--- src/rtl/core_mem_arbiter.sv ---
// core_mem_arbiter: shares one core memory port between the fetch (I) and the
// data (D) requesters. The request path is combinational. Responses are routed
// back to the owner recorded at acceptance. Data requests win by default, and a
// saturating streak counter bounds how long a waiting fetch can be starved.
// A presented but ungranted request stays locked to its requester until accepted.
module core_mem_arbiter #(
  parameter int ADDR_W          = 64,
  parameter int DATA_W          = 64,
  parameter int STRB_W          = DATA_W / 8,
  parameter int MAX_DATA_STREAK = 4
) (
  input  logic              g_clk,
  input  logic              g_reset,
  // Fetch requester
  input  logic              imem_req,
  input  logic [ADDR_W-1:0] imem_addr,
  input  logic              imem_wen,
  input  logic [STRB_W-1:0] imem_strb,
  input  logic [DATA_W-1:0] imem_wdata,
  output logic              imem_gnt,
  output logic              imem_err,
  output logic [DATA_W-1:0] imem_rdata,
  // Data requester
  input  logic              dmem_req,
  input  logic [ADDR_W-1:0] dmem_addr,
  input  logic              dmem_wen,
  input  logic [STRB_W-1:0] dmem_strb,
  input  logic [DATA_W-1:0] dmem_wdata,
  output logic              dmem_gnt,
  output logic              dmem_err,
  output logic [DATA_W-1:0] dmem_rdata,
  // Shared memory port
  output logic              mem_req,
  output logic [ADDR_W-1:0] mem_addr,
  output logic              mem_wen,
  output logic [STRB_W-1:0] mem_strb,
  output logic [DATA_W-1:0] mem_wdata,
  input  logic              mem_gnt,
  input  logic              mem_err,
  input  logic [DATA_W-1:0] mem_rdata
);

  localparam int          SW         = $clog2(MAX_DATA_STREAK + 1);
  localparam logic [SW-1:0] STREAK_MAX = SW'(MAX_DATA_STREAK);
  localparam logic        SEL_D      = 1'b0;
  localparam logic        SEL_I      = 1'b1;

  logic          sel;
  logic          lock_vld;
  logic          lock_sel;
  logic          rsp_vld;
  logic          rsp_sel;
  logic [SW-1:0] streak;
  logic [SW-1:0] streak_nxt;

  // Select the requester that owns the memory port this cycle.
  always_comb begin
    sel = SEL_D;
    if (lock_vld) begin
      sel = lock_sel;
    end else if (imem_req && !dmem_req) begin
      sel = SEL_I;
    end else if (imem_req && dmem_req && (streak == STREAK_MAX)) begin
      sel = SEL_I;
    end
  end

  // Forward the selected request and steer the grant back to its owner.
  always_comb begin
    if (sel == SEL_I) begin
      mem_req   = imem_req;
      mem_addr  = imem_addr;
      mem_wen   = imem_wen;
      mem_strb  = imem_strb;
      mem_wdata = imem_wdata;
    end else begin
      mem_req   = dmem_req;
      mem_addr  = dmem_addr;
      mem_wen   = dmem_wen;
      mem_strb  = dmem_strb;
      mem_wdata = dmem_wdata;
    end
    imem_gnt = mem_gnt && (sel == SEL_I) && imem_req;
    dmem_gnt = mem_gnt && (sel == SEL_D) && dmem_req;
  end

  // Streak of data acceptances while fetch is waiting; saturates at the limit.
  always_comb begin
    streak_nxt = streak;
    if (!imem_req || imem_gnt) begin
      streak_nxt = '0;
    end else if (dmem_gnt && (streak != STREAK_MAX)) begin
      streak_nxt = streak + 1'b1;
    end
  end

  // Lock, streak and response-owner state.
  always_ff @(posedge g_clk) begin
    if (g_reset) begin
      lock_vld <= 1'b0;
      lock_sel <= SEL_D;
      rsp_vld  <= 1'b0;
      rsp_sel  <= SEL_D;
      streak   <= '0;
    end else begin
      // A dropped locked request gives mem_req=0, so the lock clears by itself.
      lock_vld <= mem_req && !mem_gnt;
      lock_sel <= sel;
      rsp_vld  <= mem_req && mem_gnt;
      rsp_sel  <= sel;
      streak   <= streak_nxt;
    end
  end

  // Route the response; an error arriving during reset belongs to a dropped transfer.
  always_comb begin
    imem_rdata = mem_rdata;
    dmem_rdata = mem_rdata;
    imem_err   = mem_err && rsp_vld && (rsp_sel == SEL_I) && !g_reset;
    dmem_err   = mem_err && rsp_vld && (rsp_sel == SEL_D) && !g_reset;
  end

endmodule

--- config.mk ---
export PLATFORM = sky130hd
export DESIGN_NAME = core_mem_arbiter
export DESIGN_NICKNAME = d
export VERILOG_FILES = /design/src/rtl/core_mem_arbiter.sv
export SDC_FILE = /design/constraint.sdc
export NUM_CORES = 1
export LEC_CHECK = 0
export CAP_MARGIN = 20
export CORE_AREA = 2 2 237 239
export CTS_CLUSTER_DIAMETER = 120
export DETAILED_ROUTE_END_ITERATION = 7
export DIE_AREA = 0 0 239 241
export GPL_TIMING_DRIVEN = 0
export HOLD_SLACK_MARGIN = 0.08
export MAX_ROUTING_LAYER = met4
export PLACE_DENSITY = 0.42
export SLEW_MARGIN = 40
export SYNTH_ARGS = -nofsm -noshare
export SYNTH_HDL_FRONTEND = slang
export SYNTH_SLANG_ARGS = --single-unit
--- constraint.sdc ---
create_clock -name g_clk -period 2.22 [get_ports g_clk]
set_clock_uncertainty 0.1 [all_clocks]
set_input_delay 0.444 -clock g_clk [delete_from_list [all_inputs] [get_ports g_clk]]
set_output_delay 0.444 -clock g_clk [all_outputs]
set_load 0.02 [all_outputs]
==> results of run 1 <==
registers in the layout, summed over array words and instances (netlist names):
| register | count |
|---|---|
| rsp_vld | 1 |
| streak | 3 |
| lock_vld | 1 |
| rsp_sel | 1 |
report_power, final:
part	total (mW)	leakage, nW	internal (mW)	switching, mW
Sequential	0.115	0.0499	0.112	0.00302
Combinational	2.67	4.53	1.66	1.01
Clock	0.291	0.0370	0.231	0.0600
layer usage:
layer	up-vias	routed length [microns]	GRT usage (%)
li1	2168	-	-
met1	2108	8290	6.80
met2	340	13200	14.1
met3	17	1810	1.01
met4	0	331	0.852
met5	-	0	-
metrics by stage:
step	worst slack [ps]	power (mW)	hold slack [ps]
finish	-323	3.08	524
global route	-374	3.21	560
CTS	-397	2.76	486
detailed placement	-1600	2.31	407
global placement	-1600	2.32	404
floorplan	90.3	1.06	375
what timing repair did:
action                                  CTS  global route
buffers inserted                         10             3
pin swaps                                 3             3
endpoints found under the setup margin  145           138
gates resized for setup                 808           245
gates cloned                              6             9
layout make-up:
| class | instances | area (sq um) |
|---|---|---|
| inverter | 2 | 7.51 |
| antenna | 1 | 2.50 |
| multi-input combinational | 171 | 2310 |
| timing repair buffer | 576 | 6190 |
| clock buffer | 3 | 75.1 |
| tap | 704 | 881 |
| sequential | 6 | 123 |
| fill | 6033 | 44000 |
| buffer | 143 | 1270 |
Yosys cell counts:
cell / n
mux2_2: 61
nand2b_1: 3
mux2_1: 76
a221oi_1: 2
and4_1: 1
nor3b_1: 1
a21oi_1: 1
o21ai_2: 1
a31oi_1: 1
ha_1: 2
o211a_1: 1
nor2b_1: 2
nor4b_1: 1
buf_6: 8
buf_2: 6
nand2_1: 4
dfxtp_1: 6
nor2_1: 2
inv_1: 2
a21boi_1: 1
nor4_1: 1
nor3_1: 1
nand4_1: 2
o31ai_1: 2
and3_1: 1
a2111oi_0: 1
and2_1: 3
buf_4: 129
how the worst max path moves through the flow:
stage / end / slack, ps / from / depth (start not counted)
3_3_place_gp: mem_addr[47] / -1600 / dmem_req / 7
3_5_place_dp: mem_addr[50] / -1600 / imem_req / 7
5_1_grt: mem_addr[57] / -370 / streak[1] / 10
4_1_cts: mem_addr[28] / -400 / streak[0] / 10
2_1_floorplan: mem_addr[47] / 90 / streak[0] / 7
6_report: mem_addr[59] / -320 / streak[0] / 10
cell families after synthesis:
group	count (synthesis)	share of synthesized area, %
compound gates	10	2.64
fa+ha+maj	2	0.837
buf+inv	145	36.7
flops	6	4.02
mux	137	51.6
simple gates	22	4.27
worst max-delay path: cells and delay by family (launching register included):
kind                       cells  cell delay, ps
DFF                            1             330
AOI/OAI and AO/OA              2             240
muxes                          1             290
adders and majority gates      1             170
buffers and inverters          6             740
==> flow_metrics.env, run 1 <==
export IMPL_status="finished with violations"
export IMPL_violations="negative setup slack"
export IMPL_setup_viol=138
export IMPL_setup_repair_after_global_routing_missed_its_margin="true"
export IMPL_whs_path_depth=3
export IMPL_synth_avg_cell_area_sq_um=9.29
export IMPL_finish_cell_count_without_fillers=1606
export IMPL_gr_total_overflow=0
export IMPL_hpwl_microns=19200
export IMPL_synth_top_area_cell="buf_4"
export IMPL_critPathCaptureType="output port"
export IMPL_length_in_cells_of_the_worst_reg_to_reg_path=10
export IMPL_synth_largest_type_area_fraction_pct=32.4
export IMPL_clk_path_buf_depth=2
export IMPL_ir_worst_vdd_mv=0.228
export IMPL_synth_yosys_seq_area_share_pct=4.02
export IMPL_grt_antenna_before_repair=1
export IMPL_criticalPathCategory="reg2out"
export IMPL_starting_density_pct=5.45
export IMPL_drt_antenna_violating_nets=0
export IMPL_worst_path_max_fanout=8
export IMPL_rows=86
export IMPL_area_growth_synth_to_final_pct=263
export IMPL_crit_reg2reg_launch="streak[0]"
export IMPL_num_vias=4633
export IMPL_final_core_util_pct=19.8
export IMPL_reg2reg_setup_slack_ps=250
export IMPL_clock_insertion_delay_worst_skew_ps=230
export IMPL_rr_endpoint="streak[0]"
export IMPL_power_leakage_nw=4.62
export IMPL_number_of_global_route_vias_before_repair=4697
export IMPL_crit_slowest_cell="dfxtp_2"
export IMPL_min_to="streak[1]"
export IMPL_die_width_microns=239
export IMPL_postSynthCellCount=322
export IMPL_drv_slew=0
export IMPL_port_buffers=549
export IMPL_core_sq_um=54900
export IMPL_cts_tree="built"
export IMPL_ys_types=28
export IMPL_htree_num_levels=1
export IMPL_synth_fp_nets=668
export IMPL_grtUsageTotal_pct=6.81
export IMPL_route_detailed_drc=0
export IMPL_start_kind="flop"
export IMPL_report_final_hold_viol_count=0
export IMPL_cp_required_ps=1680
export IMPL_die_area_sq_um=57600
export IMPL_detail_route_wirelength_microns=23600
export IMPL_grt_first_pass_wirelength_microns=28400
export IMPL_clock_sinks=6
export IMPL_critPathMostFrequentCell="buf_12"
export IMPL_timing_critical_path_cells="inv_2 > ha_4 > a21boi_4 > o21ai_4 > buf_12 > buf_8 > buf_12 > buf_12 > mux2_4 > buf_6"
export IMPL_commonest_non_fill_non_tap_cells_in_the_layout="clkdlybuf4s50_1 (404), buf_4 (134), buf_6 (134)"
export IMPL_detail_route_iter0_violations=87
export IMPL_clock_tree_root_cell="clkbuf_16"
export IMPL_power_density_nw_per_um2=283
export IMPL_max_slew_worst_pin_slew_ps=297
export IMPL_layout_cell_area_non_filler_sq_um=10900
export IMPL_drtPass1Iterations=4
export IMPL_worst_ep_arrival_time_ps=2000
export IMPL_num_nets_final=1249
export IMPL_layout_min_cycle_time_ps=2540
export IMPL_chipHeight_microns=241
export IMPL_vias_per_cell=2.88
export IMPL_final_period_utilization_pct=115
export IMPL_hold_path_class="reg2reg"
export IMPL_finalSetupTns_ps=-35230
export IMPL_final_common_cell="clkdlybuf4s50_1"
export IMPL_netlist_area_pre_place_sq_um=2990
export IMPL_maximum_number_of_pins_on_one_net_before_global_route_repair=11
export IMPL_placement_cell_area_sq_um=9370
export IMPL_achievable_frequency_mhz=393
export IMPL_synth_seq_cells=6
export IMPL_cts_buffers=3
export IMPL_post_detailed_route_wirelength_per_cell_microns=14.7
export IMPL_path_clk_slew_ps=30
export IMPL_post_place_cells=1575
export IMPL_slew_limit_headroom_pct=79.7
export IMPL_drv_max_cap_violation_count=0
export IMPL_drive_gt1_share_pct=51.3
export IMPL_max_stage_delay_ps=330
export IMPL_post_route_setup_slack_ps=-323
export IMPL_worstHoldStart="streak[1]"
export IMPL_hold_buffers=0
export IMPL_synth_area_top_cells="buf_4 (32%), mux2_1 (29%), mux2_2 (23%)"
export IMPL_gp_routability_congestion=0.708
export IMPL_ys_warnings_count=0
export IMPL_floorplan_io_pins=614
Note: power is estimated with default switching activity, not from simulation.
==> run 2: changes to the inputs <==
--- a/config.mk
+++ b/config.mk
@@ -18,3 +18,4 @@
 export SYNTH_ARGS = -nofsm -noshare
 export SYNTH_HDL_FRONTEND = slang
 export SYNTH_SLANG_ARGS = --single-unit
+export TNS_END_PERCENT = 1
==> run 2 against run 1 <==
The flow still finishes with violations (negative setup slack). Critical path type unchanged. Critical path depth decreased by 1. Sequential power is essentially flat. Wire length is 3.6% lower. Register-to-register slack improved by 140 ps. First-iteration DRC count increased by 22%. Sequential share of layout area rose by 0.083 points. Die area did not move. Global-route usage fell by 0.17 points. Clock power is essentially flat. Combinational power shrank 9.4%. Largest power group unchanged. Via count shrank 1.4%.
==> flow_metrics.env, run 2 (same netlist as run 1, synthesis figures left out) <==
export IMPL_final_core_util_pct=18.4
export IMPL_num_vias=4570
export IMPL_gr_total_overflow=0
export IMPL_grtUsageTotal_pct=6.64
export IMPL_gp_routability_congestion=0.708
export IMPL_rr_endpoint="streak[2]"
export IMPL_setup_repair_after_global_routing_missed_its_margin="true"
export IMPL_violations="negative setup slack"
export IMPL_chipHeight_microns=241
export IMPL_critPathCaptureType="output port"
export IMPL_fillers=6123
export IMPL_drt_antenna_violating_nets=0
export IMPL_floorplan_io_pins=614
export IMPL_min_to="streak[0]"
export IMPL_hpwl_microns=19200
export IMPL_core_sq_um=54900
export IMPL_cp_required_ps=1680
export IMPL_multiInputGateArea_sq_um=2090
export IMPL_final_period_utilization_pct=114
export IMPL_route_detailed_drc=0
export IMPL_timing_hold_ws_ps=494
export IMPL_num_nets_final=1240
export IMPL_maximum_number_of_pins_on_one_net_before_global_route_repair=11
export IMPL_ir_worst_vdd_mv=0.226
export IMPL_status="finished with violations"
export IMPL_drive_gt1_share_pct=48.3
export IMPL_cts_tree="built"
export IMPL_post_route_setup_slack_ps=-302
export IMPL_area_growth_synth_to_final_pct=238
export IMPL_path_clk_slew_ps=30
export IMPL_starting_density_pct=5.45
export IMPL_rows=86
export IMPL_grt_antenna_before_repair=1
export IMPL_worstHoldStart="streak[0]"
export IMPL_registers_top_by_ff_count="streak"
export IMPL_whs_path_depth=3
export IMPL_cts_buffers=3
export IMPL_number_of_global_route_vias_before_repair=4619
export IMPL_largest_register_ff_count=3
export IMPL_start_kind="flop"
export IMPL_vias_per_cell=2.86
export IMPL_clk_path_buf_depth=2
export IMPL_hold_buffers=0
export IMPL_power_density_nw_per_um2=279
export IMPL_detail_route_iter0_violations=106
export IMPL_clock_tree_root_cell="clkbuf_16"
export IMPL_port_buffers=549
export IMPL_regArea_sq_um=123
export IMPL_die_area_sq_um=57600
export IMPL_clock_sinks=6
export IMPL_slew_limit_headroom_pct=79.8
export IMPL_setup_viol=138
export IMPL_worst_ep_arrival_time_ps=1980
export IMPL_detail_route_wirelength_microns=22800
export IMPL_htree_num_levels=1
export IMPL_max_slew_worst_pin_slew_ps=296
export IMPL_hold_path_class="reg2reg"
export IMPL_drv_slew=0
export IMPL_final_common_cell="clkdlybuf4s50_1"
export IMPL_power_leakage_nw=4.22
export IMPL_commonest_non_fill_non_tap_cells_in_the_layout="clkdlybuf4s50_1 (404), buf_4 (135), buf_6 (80)"
export IMPL_grt_first_pass_wirelength_microns=27700
export IMPL_report_final_hold_viol_count=0
export IMPL_length_in_cells_of_the_worst_reg_to_reg_path=8
export IMPL_drv_max_cap_violation_count=0
export IMPL_clock_insertion_delay_worst_skew_ps=230
export IMPL_layout_min_cycle_time_ps=2520
export IMPL_crit_reg2reg_launch="streak[0]"
export IMPL_die_width_microns=239
export IMPL_reg2reg_setup_slack_ps=390
export IMPL_drtPass1Iterations=4
export IMPL_achievable_frequency_mhz=396
export IMPL_criticalPathCategory="reg2out"
export IMPL_worst_path_max_fanout=6
export IMPL_post_detailed_route_wirelength_per_cell_microns=14.3
run 2: cell type report:
| type | count | area share [%] |
|---|---|---|
| antenna | 1 | 0.0247 |
| sequential | 6 | 1.21 |
| tap | 704 | 8.71 |
| inverter | 2 | 0.0742 |
| timing repair buffer | 567 | 56.0 |
| buffer | 143 | 12.5 |
| clock buffer | 3 | 0.742 |
| multi-input combinational | 171 | 20.7 |
run 2: how the worst max path moves through the flow:
stage | start | endpoint | slack [ps] | cells past startpoint
global route | streak[0] | mem_addr[24] | -350 | 9
finish | streak[0] | mem_addr[24] | -300 | 9
global placement | dmem_req | mem_addr[47] | -1600 | 7
floorplan | streak[0] | mem_addr[47] | 90 | 7
detailed placement | imem_req | mem_addr[50] | -1600 | 7
CTS | streak[0] | mem_addr[28] | -400 | 10
run 2: repair_timing:
| item | CTS | global route |
|---|---|---|
| pin swaps | 3 | 3 |
| buffers inserted | 7 | 1 |
| gates resized for setup | 731 | 154 |
| gates cloned | 3 | 8 |
| endpoints found under the setup margin | 145 | 138 |
run 2: per-layer routing:
layer / global-route usage (%) / share of wire [%]
met4: 0.852 / 1.6
met3: 1.02 / 7.8
met5: - / 0
met1: 6.55 / 35
met2: 13.8 / 56
run 2: power breakdown:
group	switching, mW	leakage, nW	internal [mW]	total (mW)
Sequential	0.00311	0.0499	0.112	0.115
Combinational	0.949	4.13	1.47	2.42
Clock	0.0611	0.0370	0.231	0.292
run 2: through the flow:
stage | cell area, sq um | setup TNS (ps) | power, mW | instances | setup WS [ps]
floorplan | 2990 | 0 | 1.06 | 322 | 90.3
global placement | 9370 | -187880 | 2.32 | 1575 | -1600
detailed placement | 9370 | -186680 | 2.31 | 1575 | -1600
CTS | 9420 | -40970 | 2.63 | 1588 | -398
global route | 10100 | -42230 | 2.95 | 1596 | -348
finish | 10100 | -33860 | 2.82 | 1597 | -302
run 2: worst max-delay path: stages (launching register included):
cell	delay, ps
dfxtp_2	330
inv_2	50
ha_4	160
a21boi_4	170
o21ai_4	70
buf_12	150
buf_16	150
clkbuf_16	170
mux2_1	310
buf_2	160
